--- src/rtl/lzrw1_input_scheduler.sv ---
// lzrw1_input_scheduler
//   Feeds the LZRW1 compression core from two block-oriented byte sources.
//   Whole blocks are granted round-robin; each block is preceded by a
//   core_reset pulse, streamed byte by byte, then held until the core
//   reports finished_cycle (or a drain timeout expires).
//
// Ports
//   clock, reset      : clock, asynchronous active-low reset
//   req[1:0]          : requester i has a block pending
//   blk_len0/1        : block byte count, sampled on grant
//   src_valid[1:0]    : per-requester byte valid
//   src_byte0/1       : per-requester byte
//   src_ready[1:0]    : per-requester byte accept (combinational)
//   grant[1:0]        : one-hot owner of the core, 0 when idle
//   src_done[1:0]     : one-cycle pulse when requester i's block completes
//   core_reset        : active-high reset to the core
//   core_valid        : core valid input
//   core_byte         : core CurByte input
//   core_finished     : core finished_cycle
//   busy              : block in progress
//   timeout_err       : sticky drain-timeout flag
module lzrw1_input_scheduler #(
   parameter int unsigned LEN_W         = 12,
   parameter int unsigned CLR_CYCLES    = 2,
   parameter int unsigned DRAIN_TIMEOUT = 1024
) (
   input  logic             clock,
   input  logic             reset,
   input  logic [1:0]       req,
   input  logic [LEN_W-1:0] blk_len0,
   input  logic [LEN_W-1:0] blk_len1,
   input  logic [1:0]       src_valid,
   input  logic [7:0]       src_byte0,
   input  logic [7:0]       src_byte1,
   output logic [1:0]       src_ready,
   output logic [1:0]       grant,
   output logic [1:0]       src_done,
   output logic             core_reset,
   output logic             core_valid,
   output logic [7:0]       core_byte,
   input  logic             core_finished,
   output logic             busy,
   output logic             timeout_err
);

   typedef enum logic [1:0] {IDLE, CLEAR, STREAM, DRAIN} state_t;

   localparam int unsigned CW = $clog2(CLR_CYCLES + 1);
   localparam int unsigned DW = $clog2(DRAIN_TIMEOUT + 1);
   localparam logic [CW-1:0] CLR_LAST   = CW'(CLR_CYCLES - 1);
   localparam logic [DW-1:0] DRAIN_LAST = DW'(DRAIN_TIMEOUT - 1);

   state_t           state;
   logic             owner;      // index of the granted requester
   logic             last;       // last served requester (round-robin pointer)
   logic [LEN_W-1:0] remaining;
   logic [CW-1:0]    clr_cnt;
   logic [DW-1:0]    drain_cnt;

   logic             pick;
   logic [LEN_W-1:0] pick_len;
   logic [7:0]       sel_byte;
   logic             xfer;

   always_comb begin
      // On a tie the requester not served last wins; otherwise the lone one.
      pick = req[1];
      if (req == 2'b11) pick = ~last;
      pick_len = pick ? blk_len1 : blk_len0;
      sel_byte = owner ? src_byte1 : src_byte0;
      src_ready = '0;
      if (state == STREAM && remaining != '0) src_ready = grant;
   end

   assign xfer = |(src_valid & src_ready);

   always_ff @(posedge clock or negedge reset) begin
      if (!reset) begin
         state       <= IDLE;
         owner       <= 1'b0;
         last        <= 1'b1;
         remaining   <= '0;
         clr_cnt     <= '0;
         drain_cnt   <= '0;
         grant       <= '0;
         src_done    <= '0;
         core_reset  <= 1'b0;
         core_valid  <= 1'b0;
         core_byte   <= '0;
         busy        <= 1'b0;
         timeout_err <= 1'b0;
      end else begin
         src_done   <= '0;
         core_valid <= 1'b0;
         case (state)
            IDLE: begin
               grant <= '0;
               if (req != '0) begin
                  owner     <= pick;
                  grant     <= pick ? 2'b10 : 2'b01;
                  remaining <= pick_len;
                  if (pick_len == '0) begin
                     // Empty block: completes immediately, grant shown for one cycle.
                     src_done <= pick ? 2'b10 : 2'b01;
                     last     <= pick;
                  end else begin
                     state      <= CLEAR;
                     core_reset <= 1'b1;
                     busy       <= 1'b1;
                     clr_cnt    <= '0;
                  end
               end
            end
            CLEAR: begin
               if (clr_cnt == CLR_LAST) begin
                  core_reset <= 1'b0;
                  state      <= STREAM;
               end else begin
                  clr_cnt <= clr_cnt + CW'(1);
               end
            end
            STREAM: begin
               if (xfer) begin
                  core_valid <= 1'b1;
                  core_byte  <= sel_byte;
                  remaining  <= remaining - LEN_W'(1);
                  if (remaining == LEN_W'(1)) begin
                     state     <= DRAIN;
                     drain_cnt <= '0;
                  end
               end
            end
            DRAIN: begin
               if (core_finished || drain_cnt == DRAIN_LAST) begin
                  if (!core_finished) timeout_err <= 1'b1;
                  src_done <= grant;
                  grant    <= '0;
                  last     <= owner;
                  busy     <= 1'b0;
                  state    <= IDLE;
               end else begin
                  drain_cnt <= drain_cnt + DW'(1);
               end
            end
            default: state <= IDLE;
         endcase
      end
   end

endmodule

--- config.mk ---
export PLATFORM = sky130hd
export DESIGN_NAME = lzrw1_input_scheduler
export DESIGN_NICKNAME = d
export VERILOG_FILES = /design/src/rtl/lzrw1_input_scheduler.sv
export SDC_FILE = /design/constraint.sdc
export NUM_CORES = 1
export LEC_CHECK = 0
export BUFFER_PORTS_ARGS = -buffer_cell sky130_fd_sc_hd__buf_2
export CORE_MARGIN = 5
export CORE_UTILIZATION = 50
export CTS_CLUSTER_DIAMETER = 60
export DETAILED_ROUTE_END_ITERATION = 8
export GPL_TIMING_DRIVEN = 0
export PLACE_DENSITY = 0.75
export SYNTH_ARGS = -nofsm -noshare
export SYNTH_HDL_FRONTEND = slang
export SYNTH_SLANG_ARGS = --single-unit
--- constraint.sdc ---
create_clock -name clock -period 2.9 [get_ports clock]
set_input_delay 0.58 -clock clock [delete_from_list [all_inputs] [get_ports clock]]
set_output_delay 0.58 -clock clock [all_outputs]
set_load 0.005 [all_outputs]
==> flow_summary.ini, run 1 <==
[yosys]
synth_cells = 328
synth_cell_types = 51
synth-edff-count = 0
yosysSeqAreaShare = 0.396
ys_async_sr_fraction = 1.00
yosysWarnings = 0
syn_area_mm2 = 0.00285
avgSynthCellArea_um2 = 8.69
ys_dominant_reg_cell = dfrtp_1
synth-seq-cells = 45
syn_nets = 385

[floorplan]
fp-row-count = 27
die_w_um = 85.5
start_util = 0.517
core-area_mm2 = 0.00551
pin_count = 65
dieArea_mm2 = 0.00731
die_y_um = 85.5

[routing]
via_per_inst = 5.90
final_antenna_net_count = 0
drt-initial-drc-count = 193
drc = 0
drt-pass1-iter-count = 4
wl_per_cell_um = 16.0
via_count = 2778
wirelength_um = 7520

[timing]
setup_viol = 0
worst_slew_pin_slew_ns = 1.02
clock_skew_ns = 0.00597
rsz0062_at_grt = no
tns_ns = 0
max_freq_ghz = 0.369
relSlewSlack = 0.323
period_needed_ns = 2.71
slew_violations = 0
hold_violations = 0
period_share = 0.935

[clock_tree]
cts_max_level = 2
clk_pin_slew_worst_paths_ns = 0.09
ctsHoldBuffers = 0
cts_root_buf = clkbuf_8
worstSkewPairLatency_ns = 0.31
cts_setup_buffers = 0
cts.sinks = 45
tritoncts = done
cts_buffers = 5
clk_path_buf_depth = 2

[status]
status = finished, final reports clean

[final_layout]
mostFrequentLayoutCells = buf_2, nand2_1, dfrtp_1
syn_to_final_growth_pct = 18.4
fin_util = 0.613
final_common_cell = buf_2
stdcell_count = 471
num_antenna_cells = 0
nets = 455
drive_above_1_share = 0.218

[power_and_ir_drop]
power.density_mw_per_mm2 = 920
vdd_drop_max_uv = 413
p_leak_nw = 1.57
design_power_total_w = 0.00310

[setup_path]
crit_path_start_kind = register
worstPathMaxFanout = 10
endpoint_kind = output pin
worstPathArrival_ns = 2.13
crit_type = register to output pin
cp.required_ns = 2.32

[grt]
grt_pass1_wl_um = 12600
grt_pass1_vias = 2721
gr-total-overflow = 0
grt_antenna_before_repair = 0
grt_max_degree = 46
grt_use_total = 0.211

[job]
cap_violations = 0

[placed_design]
dp.cells = 464
gp_congestion = 0.898
numPortBuffers = 64
dp_hpwl_um = 5730

[worst_hold_path]
hp-class = input pin to async pin
## cells by family (layout without fill, tap and decap cells)
group,Yosys count,after routing,share of synthesized area
flops,45,45,0.396
mux,14,14,0.0505
compound gates,82,82,0.194
fa+ha+maj,10,10,0.0439
buf+inv,29,100,0.0404
simple gates,148,148,0.276
## final timing paths
check	from	endpoint	slack [ns]	cells past startpoint
hold / removal	reset	drain_cnt[5]	0.44	1
hold reg to reg	timeout_err	timeout_err	0.50	1
setup / recovery	state[0]	src_ready[0]	0.19	6
min in group clock	timeout_err	timeout_err	0.50	1
max in group asynchronous	reset	drain_cnt[10]	1.84	1
setup reg to reg	drain_cnt[0]	state[1]	0.22	6
## where the power goes
| group | total [W] | leakage [nW] | internal [W] | switching (W) |
|---|---|---|---|---|
| registers | 0.00111 | 0.551 | 0.000867 | 0.000247 |
| clock network | 0.000485 | 0.0554 | 0.000259 | 0.000226 |
| logic | 0.00150 | 0.963 | 0.000631 | 0.000872 |
| total | 0.00310 | 1.57 | 0.00176 | 0.00135 |
## layout make-up
cell class | count | area [µm²]
fillers | 484 | 2130
multi-input cells | 254 | 1610
flip-flops and latches | 45 | 1130
repair buffers | 64 | 320
well taps | 72 | 90.1
clock buffers | 6 | 72.6
plain buffers | 15 | 62.6
inverters | 13 | 48.8
clock inverters | 2 | 38.8
## flip-flops by register name, indices dropped and copies added (netlist names)
name,flops
last,1
timeout_err,1
src_done,2
core_valid,1
busy,1
grant,2
owner,1
core_byte,8
drain_cnt,11
core_reset,1
remaining,12
clr_cnt,2
state,2
## synth_stat cells, types with 4 or more instances
cell type	count	area, µm²
nor2_1	21	78.8
buf_2	5	25.0
clkbuf_1	10	37.5
ha_1	10	125
inv_1	13	48.8
a31oi_1	12	75.1
nand2_1	50	188
nor4_1	6	37.5
a311oi_1	7	61.3
dfrtp_1	44	1100
nand3_1	14	70.1
nor3_1	6	30.0
or3_1	6	37.5
a21oi_1	18	90.1
mux2i_1	11	110
and2_1	4	25.0
nand2b_1	6	37.5
o21ai_0	15	75.1
or4_1	7	52.6
and3_1	12	75.1
## layer usage
| metal | GRT usage | share of wire | up-vias |
|---|---|---|---|
| met5 | 0 | 0 | - |
| met4 | 0.0777 | 0.020 | 0 |
| met3 | 0.0466 | 0.078 | 15 |
| met2 | 0.347 | 0.47 | 110 |
| met1 | 0.272 | 0.43 | 1298 |
| li1 | - | - | 1355 |
## what timing repair did
item	CTS	global route
hold endpoints to repair	0	0
resized for setup	1	0
setup endpoints to repair	2	5
## metrics by stage
| step | setup WS [ns] | instance area, µm² | hold WS, ns |
|---|---|---|---|
| after floorplan | 0.703 | 2850 | 0.284 |
| after global placement | 0.181 | 3260 | 0.462 |
| after detailed placement | 0.144 | 3260 | 0.475 |
| after CTS | 0.0627 | 3380 | 0.481 |
| after global routing | 0.0219 | 3370 | 0.509 |
| final | 0.189 | 3370 | 0.444 |
## critical path, stage by stage (launching register included)
cell and delay, ns:
dfrtp_1 0.42, inv_1 0.12, ha_1 0.41, inv_1 0.21
a31oi_2 0.35, and2_1 0.20, buf_2 0.11
(Power assumes the default switching activity.)
==> run 2, diff against run 1 <==
--- a/config.mk
+++ b/config.mk
@@ -12,6 +12,7 @@
 export DETAILED_ROUTE_END_ITERATION = 8
 export GPL_TIMING_DRIVEN = 0
 export PLACE_DENSITY = 0.75
+export REMOVE_ABC_BUFFERS = 1
 export SYNTH_ARGS = -nofsm -noshare
 export SYNTH_HDL_FRONTEND = slang
 export SYNTH_SLANG_ARGS = --single-unit
==> run 2 against run 1 <==
Effect of this change: sequential share of layout area increased by 0.70 points; combinational power decreased by 5%; hold slack got worse by 0.0020 ns; fmax decreased by 0.23%; wire length decreased by 0.70%; cell count decreased by 3.2%; core utilization decreased by 1.2 points; largest cell class unchanged; largest power group unchanged.
==> flow_summary.ini, run 2 (synthesized netlist as in run 1, its figures left out) <==
[clock_tree]
cts_setup_buffers = 0
cts.sinks = 45
ctsHoldBuffers = 0
cts_max_level = 2
clk_pin_slew_worst_paths_ns = 0.09
worstSkewPairLatency_ns = 0.30
clk_path_buf_depth = 2
cts_root_buf = clkbuf_8
tritoncts = done
cts_buffers = 5

[grt]
grt_use_total = 0.216
grt_antenna_before_repair = 0
grt_pass1_wl_um = 12900
gr-total-overflow = 0
grt_pass1_vias = 2676
grt_max_degree = 46

[final_layout]
top_register = remaining
stdcell_count = 456
nets = 440
drive_above_1_share = 0.224
final_common_cell = buf_2
syn_to_final_growth_pct = 16.0
largest_reg_flops = 12
fin_util = 0.600
mostFrequentLayoutCells = buf_2, nand2_1, dfrtp_1
num_antenna_cells = 0
largest_registers = remaining: 12 flops, drain_cnt: 11 flops, core_byte: 8 flops

[floorplan]
core-area_mm2 = 0.00551
die_y_um = 85.5
pin_count = 65
dieArea_mm2 = 0.00731
die_w_um = 85.5
fp-row-count = 27
start_util = 0.517

[routing]
via_count = 2789
route.met2.wl_um = 3540
drc = 0
wirelength_met1_um = 3360
drt-pass1-iter-count = 7
drt-initial-drc-count = 155
wl_per_cell_um = 16.4
wl_met3_um = 529
top_layer = met4
wirelength_um = 7470
via_per_inst = 6.12
final_antenna_net_count = 0

[timing]
hold_violations = 0
max_freq_ghz = 0.368
period_needed_ns = 2.72
hold_ws_ns = 0.442
slew_violations = 0
period_share = 0.937
layout_setup_ws_ns = 0.183
relSlewSlack = 0.323
clock_skew_ns = 0.00450
setup_viol = 0
worst_slew_pin_slew_ns = 1.02
rsz0062_at_grt = no

[placed_design]
dp_hpwl_um = 5580
gp_congestion = 0.839
dp.cells = 448
numPortBuffers = 64
dpl_worst_slack_ns = -0.0194

[setup_path]
worstPathArrival_ns = 2.14
r2r_start = remaining[0]
crit_path_start_kind = register
worst_r2r_endpoint = drain_cnt[7]
setup.worst_path.start = state[0]
r2r_cells = 7
cp.required_ns = 2.32
endpoint_kind = output pin
cp-endpoint = src_ready[0]
crit_type = register to output pin
worstPathMaxFanout = 19
r2r_slack_ns = 0.20

[worst_hold_path]
hp-class = input pin to async pin

[job]
cap_violations = 0

[power_and_ir_drop]
p_leak_nw = 1.52
power.density_mw_per_mm2 = 906
design_power_total_w = 0.00299
vdd_drop_max_uv = 486

[status]
status = finished, final reports clean
run 2: changes by cell type in the layout (fill, tap and decap cells not counted), sizes merged:
cell	before	now
buf	70	64
bufinv	1	0
clkbuf	15	5
clkinvlp	0	1
inv	13	14
run 2: stage by stage:
| step | setup TNS, ns | area [µm²] |
|---|---|---|
| after CTS | 0 | 3290 |
| after global routing | 0 | 3300 |
| after global placement | -0.0258 | 3190 |
| final | 0 | 3300 |
| after detailed placement | -0.0194 | 3190 |
| after floorplan | 0 | 2780 |
run 2: worst max-delay path: stages, from the launching register on:
cell	delay, ns
dfrtp_1	0.42
inv_1	0.12
ha_2	0.41
inv_1	0.20
a31oi_2	0.37
and2_1	0.19
buf_2	0.11
run 2: metal layers:
metal | global-route usage | vias up
li1 | - | 1332
met3 | 0.0485 | 4
met2 | 0.345 | 112
met4 | 0.0432 | 0
met5 | 0 | -
met1 | 0.300 | 1341
run 2: area by class of cell:
cell class | count | area [µm²]
Clock buffer | 5 | 68.8
Timing Repair Buffer | 64 | 320
Clock inverter | 3 | 25.0
Fill cell | 489 | 2200
Sequential cell | 45 | 1130
Multi-Input combinational cell | 254 | 1620
Inverter | 13 | 48.8
Tap cell | 72 | 90.1
run 2: report_power, final:
group          internal [W]  switching [W]
Clock              0.000174       0.000238
Combinational      0.000608       0.000817
Sequential         0.000866       0.000290
run 2: worst min path at each step:
| stage | from | depth (start not counted) | end |
|---|---|---|---|
| after CTS | reset | 1 | core_byte[1] |
| after global routing | timeout_err | 1 | timeout_err |
| final | reset | 1 | drain_cnt[9] |
| after floorplan | reset | 0 | busy |
| after global placement | timeout_err | 1 | timeout_err |
| after detailed placement | timeout_err | 1 | timeout_err |
run 2: repair_timing:
item / 4_1_cts / 5_1_grt
gates resized for setup: 1 / 3
endpoints found under the setup margin: 3 / 5
endpoints found under the hold margin: 0 / 0
